**src/rtl/adder_arb_pkg.sv**
```systemverilog
// adder_arb_pkg: shared defaults and types for the shared-adder arbiter
package adder_arb_pkg;
  localparam int DEF_N_REQ = 4;
  localparam int DEF_WIDTH = 32;
  typedef logic [DEF_WIDTH-1:0] operand_t;
  typedef enum logic {EMPTY, FULL} slot_state_e;
endpackage

```
**src/rtl/adder.sv**
```systemverilog
// adder: plain combinational modular adder, carry-out dropped
module adder #(
  parameter int WIDTH = 32
) (
  input  logic [WIDTH-1:0] A,
  input  logic [WIDTH-1:0] B,
  output logic [WIDTH-1:0] C
);
  assign C = A + B;
endmodule

```
**src/rtl/adder_arbiter_rr_picker.sv**
```systemverilog
// rr_picker: round-robin priority search starting at ptr, wrapping modulo N_REQ
module rr_picker
  import adder_arb_pkg::*;
#(
  parameter int N_REQ = DEF_N_REQ,
  parameter int ID_W  = $clog2(N_REQ)
) (
  input  logic [N_REQ-1:0] req,
  input  logic [ID_W-1:0]  ptr,
  input  logic             enable,
  output logic [N_REQ-1:0] grant_onehot,
  output logic [ID_W-1:0]  grant_idx,
  output logic             any
);
  logic [ID_W-1:0] k;
  // first asserted request at or after ptr wins
  always_comb begin
    grant_onehot = '0;
    grant_idx = '0;
    any = 1'b0;
    k = '0;
    for (int i = 0; i < N_REQ; i++) begin
      k = ID_W'((int'(ptr) + i) % N_REQ);
      if (enable && !any && req[k]) begin
        grant_onehot[k] = 1'b1;
        grant_idx = k;
        any = 1'b1;
      end
    end
  end
endmodule

```
**src/rtl/adder_arbiter.sv**
```systemverilog
// adder_arbiter: round-robin sharing of one adder with a single-entry tagged result slot
module adder_arbiter
  import adder_arb_pkg::*;
#(
  parameter int N_REQ = DEF_N_REQ,
  parameter int WIDTH = DEF_WIDTH,
  parameter int ID_W  = $clog2(N_REQ)
) (
  input  logic                        clk,
  input  logic                        rst,
  input  logic [N_REQ-1:0]            req_valid,
  input  logic [N_REQ-1:0][WIDTH-1:0] req_a,
  input  logic [N_REQ-1:0][WIDTH-1:0] req_b,
  output logic [N_REQ-1:0]            req_ready,
  output logic                        rsp_valid,
  output logic [ID_W-1:0]             rsp_id,
  output logic [WIDTH-1:0]            rsp_sum,
  input  logic                        rsp_ready,
  output logic                        busy
);
  slot_state_e state_q, state_d;
  logic [ID_W-1:0] rsp_id_q, rsp_id_d, rr_ptr_q, rr_ptr_d, grant_idx, nxt_ptr;
  logic [WIDTH-1:0] rsp_sum_q, rsp_sum_d, op_a, op_b, sum;
  logic slot_free, accept;
  assign rsp_valid = state_q == FULL;
  assign rsp_id = rsp_id_q;
  assign rsp_sum = rsp_sum_q;
  assign busy = rsp_valid | (|req_valid);
  assign slot_free = state_q == EMPTY || rsp_ready;
  assign nxt_ptr = grant_idx == ID_W'(N_REQ - 1) ? '0 : grant_idx + 1'b1;
  assign op_a = req_a[grant_idx];
  assign op_b = req_b[grant_idx];
  rr_picker #(.N_REQ(N_REQ), .ID_W(ID_W)) u_pick (
    .req(req_valid),
    .ptr(rr_ptr_q),
    .enable(slot_free && !rst),
    .grant_onehot(req_ready),
    .grant_idx(grant_idx),
    .any(accept)
  );
  adder #(.WIDTH(WIDTH)) u_add (
    .A(op_a),
    .B(op_b),
    .C(sum)
  );
  // an accept overwrites the slot; a bare drain only clears valid
  always_comb begin
    state_d = accept ? FULL : (rsp_valid && rsp_ready) ? EMPTY : state_q;
    rsp_id_d = accept ? grant_idx : rsp_id_q;
    rsp_sum_d = accept ? sum : rsp_sum_q;
    rr_ptr_d = accept ? nxt_ptr : rr_ptr_q;
  end
  // slot and pointer registers
  always_ff @(posedge clk) begin
    if (rst) begin
      state_q <= EMPTY;
      rsp_id_q <= '0;
      rsp_sum_q <= '0;
      rr_ptr_q <= '0;
    end else begin
      state_q <= state_d;
      rsp_id_q <= rsp_id_d;
      rsp_sum_q <= rsp_sum_d;
      rr_ptr_q <= rr_ptr_d;
    end
  end
endmodule

```
**config.mk**
```make
export PLATFORM = sky130hd
export DESIGN_NAME = adder_arbiter
export DESIGN_NICKNAME = d
export VERILOG_FILES = /design/src/rtl/adder_arb_pkg.sv /design/src/rtl/adder.sv /design/src/rtl/adder_arbiter_rr_picker.sv /design/src/rtl/adder_arbiter.sv
export SDC_FILE = /design/constraint.sdc
export NUM_CORES = 1
export LEC_CHECK = 0
export ABC_AREA = 1
export CAP_MARGIN = 15
export CORE_AREA = 2 2 129 131
export CTS_CLUSTER_DIAMETER = 120
export DETAILED_ROUTE_END_ITERATION = 16
export DIE_AREA = 0 0 131 133
export HOLD_SLACK_MARGIN = 0.1
export PLACE_DENSITY = 0.72
export SLEW_MARGIN = 20
export SYNTH_ARGS = -nofsm -noshare
export SYNTH_HDL_FRONTEND = slang
export SYNTH_SLANG_ARGS = --single-unit
```
**constraint.sdc**
```tcl
create_clock -name clk -period 7.1 [get_ports clk]
set_input_delay 2.13 -clock clk [delete_from_list [all_inputs] [get_ports clk]]
set_output_delay 2.13 -clock clk [all_outputs]
set_load 0.02 [all_outputs]
```
[Word-level counts from Yosys, hierarchy flattened]
Cells that the tools add are included.
Storage, ports and cells
  bits of input ports: 263
  flip-flop bits (word level): 37
Operators by class
  equality and inequality tests: 1
  $lt $le $gt $ge: 9
  bitwise gates (word level): 5
  multiplexer cells: 35
  add/subtract/negate cells: 5
  reduce and logical (&&, ||, !) cells: 20
Operator list (count)
  $bmux W32 S2: 2
  $mux W32: 2
  $add A32 B32 Y32: 1
  $mux W4: 4
  $lt A2 B3 Y1 const B: 5
  $mux W1: 14
  $logic_and A1 B1 Y1: 13
  $or A4 B4 Y4: 3
  $mux W2: 5
  $bmux W1 S2: 4
  $demux W1 S2: 4
  $ge A2 B1 Y1 const B: 4
  $add A2 B1 Y2 const B: 2
  $add A2 B2 Y2 const B: 2
  $logic_not A1 Y1: 4
  $reduce_or A4 Y1: 1
  $eq A2 B2 Y1 const B: 1
  $reduce_bool A2 Y1: 1
  $logic_or A1 B1 Y1: 1
  $not A1 Y1: 1
  $or A1 B1 Y1: 1

[Longest topological paths before layout]
Gate-level depths: netlist (run 1).
  word-level depth: 20
  mapped depth: 31
  depth with buffers taken out: 28

[By module]
From an unflattened synthesis (run 1), not the netlist that was laid out.
Second synthesis, totals
  cell total of the unflattened synthesis: 1499
  area total of the unflattened synthesis: 7345.8 um2
By module, submodules not included
  adder_arbiter: cells an instance 914, area each 4414.2 um2, times used 1, sequential area each 740.7 um2
  adder: cells an instance 494, area each 2384.8 um2, times used 1, sequential area each 0.0 um2
  rr_picker: cells an instance 91, area each 546.8 um2, times used 1, sequential area each 0.0 um2

[Worst setup path after synthesis (run 1)]
No wires, ideal clock.
  kind: input to output
  from: in rsp_ready
  to: out req_ready[0]
  slack: 1.637 ns
  arrival: 3.333 ns
  stages: 7
  data required time: 4.970 ns
  path through: nor2_1 > nor2_4 > nand3_1 > nand4_1 > nor2_1 > inv_1 > o21ai_0
Between the ends
  word-level cells in the longest chain between the ends: 16
  elaborated cells on any way between the ends: 22
Ends and longest elaborated chain
  start: declaration: line adder_arbiter.sv:18  | input logic rsp_ready,
  $logic_or A1 B1 Y1 (*): line adder_arbiter.sv:29  | assign slot_free = state_q == EMPTY || rsp_ready;
  $logic_and A1 B1 Y1 (*): line adder_arbiter.sv:36  | .enable(slot_free && !rst),
  $logic_and A1 B1 Y1: line adder_arbiter_rr_picker.sv:24  | if (enable && !any && req[k]) begin
  $mux W1: line adder_arbiter_rr_picker.sv:24
  $logic_not A1 Y1: line adder_arbiter_rr_picker.sv:24
  $logic_and A1 B1 Y1 (2 in series): line adder_arbiter_rr_picker.sv:24
  $mux W1: line adder_arbiter_rr_picker.sv:24
  $logic_not A1 Y1: line adder_arbiter_rr_picker.sv:24
  $logic_and A1 B1 Y1 (2 in series): line adder_arbiter_rr_picker.sv:24
  $mux W1: line adder_arbiter_rr_picker.sv:24
  $logic_not A1 Y1: line adder_arbiter_rr_picker.sv:24
  $logic_and A1 B1 Y1 (2 in series): line adder_arbiter_rr_picker.sv:24
  $mux W4 (*): line adder_arbiter_rr_picker.sv:24
  end: declaration: line adder_arbiter.sv:14  | output logic [N_REQ-1:0] req_ready,
Every way passes the cells marked *; elsewhere a longest branch is shown, timed or not.

[Worst setup path after layout (run 1)]
Ends and elaborated chain as after synthesis.

==> results.txt, run 1 <==
- The flow ran to the end, and the final reports show no timing, DRC or antenna violations.
- For this configuration, the core starts out at a cell density of 0.338.
- For the worst flop-to-flop path, the logic depth is 24.
- Start-to-end type of the worst setup path: in2out
- Final hold violations: 0
- Antenna violations before repair: 0
* Post-Synthesis Cell Area: ~5500 um2
- STA classifies the critical path endpoint as an output port.
- Per-instance average area after synthesis: 5.97 um2
- The min-delay analysis places its worst path in the category reg2reg.
- Synthesis inferred 37 register bits.
- The worst setup path is launched from an input port.
* Final routed DRC violation total: 0
- Area used by sequential logic in the layout: between 700 and 800 um2
- Final routed wirelength across all metal layers: 24,400 um
- Required time of the critical path: 4.97 ns
* Largest clock skew in the final design: 0.00991 ns
* Hold-fix buffer count after cts: 0
- The die covers 17,400 um2.
* Max Transition Viols Final: 0
- Layout Cell Area excl Fill: 8760 um2
- Counting the fill cells in the layout gives 1,617.
- In this run the core area contains between 40 and 50 standard-cell rows.
- Router iterations before antenna repair: 5
- Maximum capacitance violations: 0
* Via count: 7,452
- The first global-routing pass estimated 37,200 um of wire.
* Final min period: 6.41 ns
- TritonCTS Buffers: 5
- Worst Hold Endpoint: rsp_sum[0]
* Detailed router's first-iteration violation count: 501
* YS warnings: 0
- Maximum number of pins on one net before global-route repair: 66
- Die extent in x: about 130 um
* Number of distinct standard cells referenced by the synthesized netlist: 44
* Clock network latency to the later pin of the worst-skew pair: 0.29 ns
* Nets in the synthesized netlist: 1,216
- The H-tree generated during clock tree synthesis spans 2 levels.
* CTS clk-pin slew, worst paths: ~0.07 ns
* Port-buffer cells: about 300
- For this run, the top clock speed supported by timing is 0.156 GHz.
* Unrepaired setup endpoints after global routing: no
- In the final layout, the multi-input gates occupy 4100 um2.
* Dominant register cell in the synthesized netlist: dfxtp_1
- For the pin with the worst max-slew slack, the measured transition is roughly 0.99 ns.
- Half-perimeter wire length after detailed placement: 19,600 um
* Vias per cell: between 5 and 6
- The commonest cells after synthesis are 162 x o21ai_0, 158 x nor2_1, 99 x nand2_1.
- The worst hold path was traced through 2 stages.
- Summed over all layers, the global routing overflow is 0.
- I/O pins: 303
- After the last flow step, the layout net total stands at around 1,500.
- Post-Route Setup TNS: 0 ns
- The worst path meets setup with 0.692 ns of slack.
- In the synthesized netlist the async set-or-reset flop fraction comes to 0.
- Share of post-route cells with drive strength above 1: 0.0563
- Counting every sink on the clock net gives 37.
- Height of the chip: around 130 um
* Wire per inst: 17.3 um
- For the worst setup path, the data arrival time is 4.28 ns.
- TritonCTS built the clock tree.
- Core Footprint: roughly 16,000 um2
* Top cell type by total area after synthesis: o21ai_0
* Final-report setup violation count: 0
- In this run the most critical hold path is launched from rsp_sum[0].
* Post-CTS sizing: 0
- Measured against its own limit, the worst slew margin works out to 0.336.
* Post-CTS setup buffer count: 0
- Once detail routing completed, the nets flagged for antenna violations numbered 0.
- Max clock buf depth: 2
- In this run the critical register-to-register path is captured at rsp_sum[28].
- All-Layer GR Usage: 0.271
- By instance count, the leading cell after synthesis is o21ai_0.
* Critical path fanouts, max: 10
* Post-synthesis cell count: 917
- Via count of the first global-routing pass: roughly 7,000
- The share of synthesized area in the top cell type comes to 0.148.
* Clk Tree Root Cell: clkbuf_16
- Sequential element share of the synthesized area: 0.135
- After synthesis, the cell types taking the most area are o21ai_0 15%, dfxtp_1 14%, nor2_1 11%.
- The repair_antennas step left the layout with diodes totalling 0.
- Number of enable flip-flop cells after synthesis: 0
- Summing all placed instances gives a cell area of 8610 um2.
- Of the available clock period, the critical path in the final layout requires 0.903.
- Area grow syn2layout: 60.1%
* Final weighted congestion in routability-driven placement: around 1
* Worst Setup Slack post-DPL: around 0.54 ns
- Reg-to-Reg Start: rr_ptr_q[1]
- Worst R2R Setup Slack: 2.02 ns
==> through the flow <==
stage | hold WS (ns) | utilization | cells
detailed placement | 0.472 | 0.532 | 1402
finish | 0.483 | 0.541 | 1410
global placement | 0.467 | 0.532 | 1402
CTS | 0.488 | 0.541 | 1410
floorplan | 0.561 | - | 917
global route | 0.507 | 0.541 | 1410
==> kinds of logic after synthesis <==
| group | after synthesis | synth area share |
|---|---|---|
| compound gates | 330 | 0.346 |
| xor+xnor | 21 | 0.0336 |
| fa+ha+maj | 36 | 0.0837 |
| buf+inv | 137 | 0.115 |
| flops | 37 | 0.135 |
| simple gates | 356 | 0.286 |
==> cells in the final DEF, fill, tap and decap left out, drive strengths merged, types with 13 or more instances in the layout <==
master         netlist  routed
nand2              112     112
o21ai              176     176
ha                  35      35
a21oi               55      55
nand4               13      13
inv                 88      89
o22ai               66      66
clkdlybuf4s50        0     302
nor2               172     172
dfxtp               37      37
nand3               48      48
==> state kept, by name, summed over array words and instances (netlist names) <==
signal / count
rr_ptr_q: 2
rsp_id: 2
rsp_sum: 32
rsp_valid: 1
==> worst max-delay path: stages <==
cell             delay [ns]
clkdlybuf4s50_1        0.40
nor2_1                 0.21
nor2_4                 0.11
nand3_1                0.15
nand4_1                0.16
nor2_1                 0.18
inv_1                  0.11
o21ai_0                0.19
clkdlybuf4s50_1        0.64
==> area by class of cell <==
class                      instances  area share
clock buffer                       5      0.0143
multi-input combinational        743       0.468
inverter                          88      0.0386
sequential                        37      0.0846
clock inverter                     3     0.00286
timing repair buffer             314       0.360
tap                              220      0.0314
==> per-layer routing <==
layer  vias to the layer above  part of all wire  track usage
met4                         0             0.036        0.101
li1                       3715                 -            -
met2                       307              0.49        0.486
met3                        51             0.065       0.0372
met1                      3379              0.41        0.322
met5                         -                 0            0
==> how the worst max path moves through the flow <==
stage                 start            to  slack [ns]  cells after the start
6_report          rsp_ready  req_ready[0]        0.69                      9
5_1_grt        req_valid[0]   rsp_sum[26]        0.41                     27
4_1_cts           rsp_ready  req_ready[0]        0.73                      9
3_5_place_dp            rst   rsp_sum[28]        0.54                     19
3_3_place_gp            rst   rsp_sum[28]        0.62                     19
2_1_floorplan     rsp_ready  req_ready[0]        1.64                      7
Power of run 1 is not shown: default switching activity piles up to over one toggle a cycle in this logic, so the estimate is an artifact.
==> run 2, diff against run 1 <==
RECOVER_POWER = 100   (was default)
==> run 2 against run 1 <==
  * First-iteration DRC count rose by 2.4%
  * Register-to-register slack got worse by 0.15 ns
  * Clock-buffer cell count did not move
  * Worst setup slack got worse by 0.11 ns
  * The flow now finishes with violations (max-capacitance violations, max-slew violations)
  * Sequential cell count did not move
  * Final cell count did not move
  * Clock skew barely moved
  * Largest cell class unchanged
  * Routed wire length rose by 0.13%
  * Die area did not move
  * Critical path depth rose by 10
  * Sequential share of layout area barely moved
==> results.txt, run 2 (synthesis results as in run 1) <==
- The number of cells on the worst reg-to-reg path is 23.
* Hold-fix buffer count after cts: 0
- In the finished design, the share of the clock period the worst path needs comes to 0.918.
* Fillcell total: 1,622
* Post-CTS sizing: 0
- Across the run, the number of max-cap violations was 1.
* Effective utilization at floorplan: 0.338
* Height of the chip: about 130 um
- In the final design database the tool counted ~1,500 nets.
- The clock passes through at most 2 buffers.
* Highest Signal Layer: met4
- TritonCTS built the clock tree.
* Clk Tree Root Cell: clkbuf_16
- Setup repair after global routing left no endpoint under its margin.
- Based on the critical path, the design can be clocked at up to 0.153 GHz.
- The floorplan step defined a die boundary enclosing 17,400 um2.
- Entering global routing, the biggest net connects 66 pins.
- Port buffering added 302 buffers.
* Worst Hold Endpoint: rsp_sum[0]
- Global-route wire length before repair: 37,200 um
- CTS sink count: 37
* Via count: 7,460
* Post-CTS setup buffer count: 0
- The worst register-to-register path begins at rr_ptr_q[1].
- The checks that failed: max-capacitance violations, max-slew violations.
* All-Layer GR Usage: 0.271
- Min-delay src: rsp_sum[0]
- Critical Path Slowest Stage Cell: o21ai_0
- In this run the worst path has a maximum fanout of 46.
* Core Footprint: about 16,000 um2
- Area grow syn2layout: 59.7%
- The run finished, with violations left.
- In the final layout, the multi-input gates occupy 4080 um2.
- Routability-driven placement finished with a final weighted congestion of 1.01.
- STA puts the critical path data arrival time at 6.70 ns.
- After detailed routing, the wire length on met1 is 9880 um.
* Largest register FFs: 32
- Router iterations before antenna repair: 5
* Leading cell type in the layout, fill and taps excluded: clkdlybuf4s50_1
* Clock network latency to the later pin of the worst-skew pair: 0.29 ns
- The min-delay analysis places its worst path in the category reg2reg.
- Start-to-end type of the worst setup path: in2reg
- RR Endpoint: rsp_sum[28]
- Number of standard-cell rows in the floorplan: 47
- Required time of the critical path: 7.28 ns
- Clock-pin slew was measured on the worst setup and hold paths at 0.07 ns.
- Diodes inserted: 0
* I/O pins: between 300 and 400
- Die extent in x: between 100 and 150 um
- Largest clock skew in the final design: 0.00964 ns
* Final routed wirelength across all metal layers: between 20,000 and 25,000 um
* Kind of start point of the critical path: input port
* Most frequent cells in the layout: 261 x clkdlybuf4s50_1, 163 x o21ai_0, 159 x nor2_1, 100 x nand2_1, 83 x inv_1
* Highest cell delay on the worst timing path: approximately 0.63 ns
- Walking the worst path, the cells encountered are dlygate4sd3_1 -> nor2_4 -> and3_1 -> nand4_1 -> nand2_4 -> inv_4 -> buf_12 -> nor2_1 -> o22ai_1 -> ha_1 -> nand3_1 -> nand3_1 -> a21oi_1 -> o21ai_0 -> nand4_1 -> nand3_1 -> nand3b_1 -> nand2_1 -> inv_1.
- Kind of end point of the critical path: register
- Detailed router's first-iteration violation count: between 500 and 600
- Total length of routed met2 wires: 11,900 um
* Half-perimeter wire length after detailed placement: roughly 20,000 um
* TritonCTS Buffers: 5
- In the routed layout, each cell is associated on average with a via count of 5.29.
* CTS H-tree lvls: 2
- Post-Route Setup TNS: 0 ns
- Area used by sequential logic in the layout: about 740 um2
- Final hold violations: 0
- Share of post-route cells with drive strength above 1: 0.0521
- For the pin with the worst max-slew slack, the measured transition is 1.76 ns.
* Remaining global-route overflow: 0
* Final routed DRC violation total: 0
- Once detail routing completed, the nets flagged for antenna violations numbered 0.
* Instance count along the most critical hold path: 2
- The worst pin sits at a relative slew slack of -0.177.
- Final-report setup violation count: 0
- Cell seen most often among critical-path stages: nand3_1
- Via count of the first global-routing pass: 7,175
- Worst R2R Setup Slack: 1.87 ns
- Wire per inst: 17.3 um
* Max Transition Viols Final: 66
- Met3 Routed Length: 1640 um
- After layout, the minimum clock period comes to 6.52 ns.
- Antenna violations before repair: 0
==> run 2: worst max-delay path: cells and delay by family <==
kind	cells	cell delay, ns
compound gates	3	0.91
fa+ha+maj	1	0.40
simple gates	11	2.12
buf+inv	4	1.12
==> run 2: worst max-delay path by stage <==
stage | from | slack (ns) | endpoint | cells past startpoint
final | rst | 0.58 | rsp_sum[28] | 19
after detailed placement | rst | 0.54 | rsp_sum[28] | 19
after global placement | rst | 0.62 | rsp_sum[28] | 19
after global routing | rst | 0.25 | rsp_sum[26] | 23
after CTS | rsp_ready | 0.73 | req_ready[0] | 9
after floorplan | rsp_ready | 1.64 | req_ready[0] | 7
==> run 2: routing by layer <==
layer | vias up | GRT usage
met5 | - | 0
met4 | 0 | 0.101
met3 | 58 | 0.0372
met2 | 318 | 0.486
met1 | 3372 | 0.322
li1 | 3712 | -
==> run 2: final cells by class <==
cell class / instances / share of cell area
clock buffers: 5 / 0.0143
inverters: 88 / 0.0387
clock inverters: 3 / 0.00287
multi-input cells: 743 / 0.467
well taps: 220 / 0.0315
flip-flops and latches: 37 / 0.0848
repair buffers: 314 / 0.361
==> run 2: through the flow <==
step | hold WS, ns | std cells | instance area, um2 | setup WS (ns) | utilization
3_3_place_gp | 0.467 | 1402 | 8610 | 0.618 | 0.532
2_1_floorplan | 0.561 | 917 | 5470 | 1.64 | -
5_1_grt | 0.501 | 1410 | 8730 | 0.250 | 0.540
3_5_place_dp | 0.472 | 1402 | 8610 | 0.544 | 0.532
4_1_cts | 0.488 | 1410 | 8760 | 0.729 | 0.541
6_report | 0.476 | 1410 | 8730 | 0.584 | 0.540
Power of run 2 is left out for the same reason.
==> run 3, diff against run 2 <==
CORE_AREA = 3 3 130 132   (was 2 2 129 131)
DIE_AREA = 0 0 133 135   (was 0 0 131 133)
==> run 3 against run 2 <==
  * The run still ends with max-capacitance violations, max-slew violations left
  * Final area increased by 0.29%
  * Clock skew decreased by 0.0051 ns
  * Routed wire length increased by 0.37%
  * Utilization increased by 1.3 points
  * First-iteration DRC count decreased by 16%
  * Critical path depth decreased by 12
  * Die area increased by 3.1%
  * Fmax decreased by 0.30%
  * Critical endpoint is now req_ready[1]
  * Highest routed layer unchanged
==> results.txt, run 3 (synthesis results as in run 1) <==
- The run finished, with violations left.
* Failing checks: max-capacitance violations, max-slew violations
- Remaining global-route overflow: 0
- Area grow syn2layout: 60.1%
* Tightest slew margin relative to the limit: -0.208
- Final routed DRC violation total: 0
- After detailed placement, the total cell area comes to 8600 um2.
- Fmax achieved: between 0.15 and 0.2 GHz
- Start-to-end type of the worst setup path: in2out
- Final hold analysis gives a worst-case slack of 0.479 ns.
- Layout Cell Area excl Fill: 8760 um2
- Die extent in x: 133 um
- Final weighted congestion in routability-driven placement: 0.977
- I/O pins: 303
- Kind of start point of the critical path: input port
- Instance count along the most critical hold path: 2
- The tightest min-delay check is of the reg2reg type.
* Fin util: 0.553
* CTS sink count: 37
* Post-Route Setup TNS: 0 ns
* Most frequent cells in the layout: 261 x clkdlybuf4s50_1, 163 x o21ai_0, 159 x nor2_1, 101 x nand2_1, 83 x inv_1
* CTS clk-pin slew, worst paths: approximately 0.060 ns
- STA classifies the critical path endpoint as an output port.
- The number of antenna violations at the first check in global routing was 0.
- Fillcell total: 1,579
* Maximum number of pins on one net before global-route repair: between 60 and 70
* Router iterations before antenna repair: 5
* Height of the chip: 135 um
- The number of cells on the worst reg-to-reg path is 23.
* Final net count: 1,485
* Unrepaired setup endpoints after global routing: no
* Clk Tree Root Cell: clkbuf_16
* Detailed router's first-iteration violation count: 430
- Final-report setup violation count: 0
- Final hold violations: 0
- Launch point of the worst path: rst
- The worst hold path terminates at rsp_sum[1].
- In the finished design, the share of the clock period the worst path needs comes to 0.921.
* Max Transition Viols Final: 66
* Post-CTS setup buffer count: 0
* Effective utilization at floorplan: 0.346
* Port-buffer cells: 302
- Worst R2R Setup Slack: about 2.1 ns
- For the worst-skew pair, the clock arrives at the later sink with an insertion delay of 0.28 ns.
* Hold-fix buffer count after cts: 0
- The routed layout has 7,463 vias.
- The worst hold path begins at rsp_sum[1].
- For the pin with the worst max-slew slack, the measured transition is between 1.5 and 2 ns.
- The register with the most flip-flops in the layout has 32 of them.
- Of the cells placed in the final design, the portion with a size suffix greater than 1 is 0.0497.
- After detailed routing, the number of vias per cell comes to roughly 5.3.
- Dividing the detail-routed wire length by the instance count gives between 15 and 20 um.
- The first global-routing pass estimated 38,000 um of wire.
* Half-perimeter wire length after detailed placement: roughly 20,000 um
- Max clock buf depth: 2
- After layout, the minimum clock period comes to 6.54 ns.
* Critical path fanouts, max: 10
- For this run, the total global-route usage over all layers was measured as 0.260.
* Full die area: 18,000 um2
- Largest clock skew in the final design: 0.00456 ns
* Count of nets left with antenna violations after detail routing: 0
* TritonCTS Buffers: 5
- The core region is between 15,000 and 20,000 um2.
- CTS tree: built
- Via count of the first global-routing pass: 7,074
* Diodes inserted: 0
- RR Endpoint: rsp_sum[20]
* Final routed wirelength across all metal layers: 24,500 um
* Required time of the critical path: 4.97 ns
- After floorplanning, the core was divided into 46 placement rows.
* Reg-to-Reg Start: rr_ptr_q[0]
- The tool flagged a number of max-cap violations equal to 1.
* Leading cell type in the layout, fill and taps excluded: clkdlybuf4s50_1
- Worst Path Arrival: 4.41 ns
- The H-tree was split into 2 levels.
- Post-CTS sizing: 0
-- run 3: metal layers --
| metal | part of all wire | wire [um] | GRT usage |
|---|---|---|---|
| met5 | 0 | 0 | 0 |
| met4 | 0.029 | 709 | 0.0693 |
| met3 | 0.072 | 1760 | 0.0529 |
| met2 | 0.48 | 11800 | 0.458 |
| met1 | 0.42 | 10200 | 0.324 |
-- run 3: layout make-up --
| class | count | area [um2] | area share |
|---|---|---|---|
| Inverter | 88 | 338 | 0.0386 |
| Clock inverter | 2 | 38.8 | 0.00443 |
| Timing Repair Buffer | 311 | 3150 | 0.360 |
| Multi-Input combinational cell | 743 | 4090 | 0.467 |
| Tap cell | 216 | 270 | 0.0309 |
| Sequential cell | 37 | 741 | 0.0846 |
| Clock buffer | 6 | 129 | 0.0147 |
-- run 3: how the worst max path moves through the flow --
stage	slack, ns	endpoint	depth (start not counted)
2_1_floorplan	1.64	req_ready[0]	7
4_1_cts	0.71	req_ready[1]	9
3_3_place_gp	0.70	req_ready[1]	9
3_5_place_dp	0.70	rsp_sum[20]	20
6_report	0.56	req_ready[1]	7
5_1_grt	0.32	rsp_sum[20]	20
-- run 3: worst max-delay path: stages --
cell,delay (ns)
dlygate4sd3_1,0.63
nor2_4,0.30
nand4_1,0.21
nor2_1,0.17
inv_1,0.09
o21ai_0,0.18
dlygate4sd3_1,0.70
-- run 3: stage by stage --
stage,instances,setup WS [ns]
CTS,1403,0.713
floorplan,917,1.64
global placement,1395,0.704
finish,1403,0.564
detailed placement,1395,0.695
global route,1403,0.319
Power of run 3 is left out for the same reason.
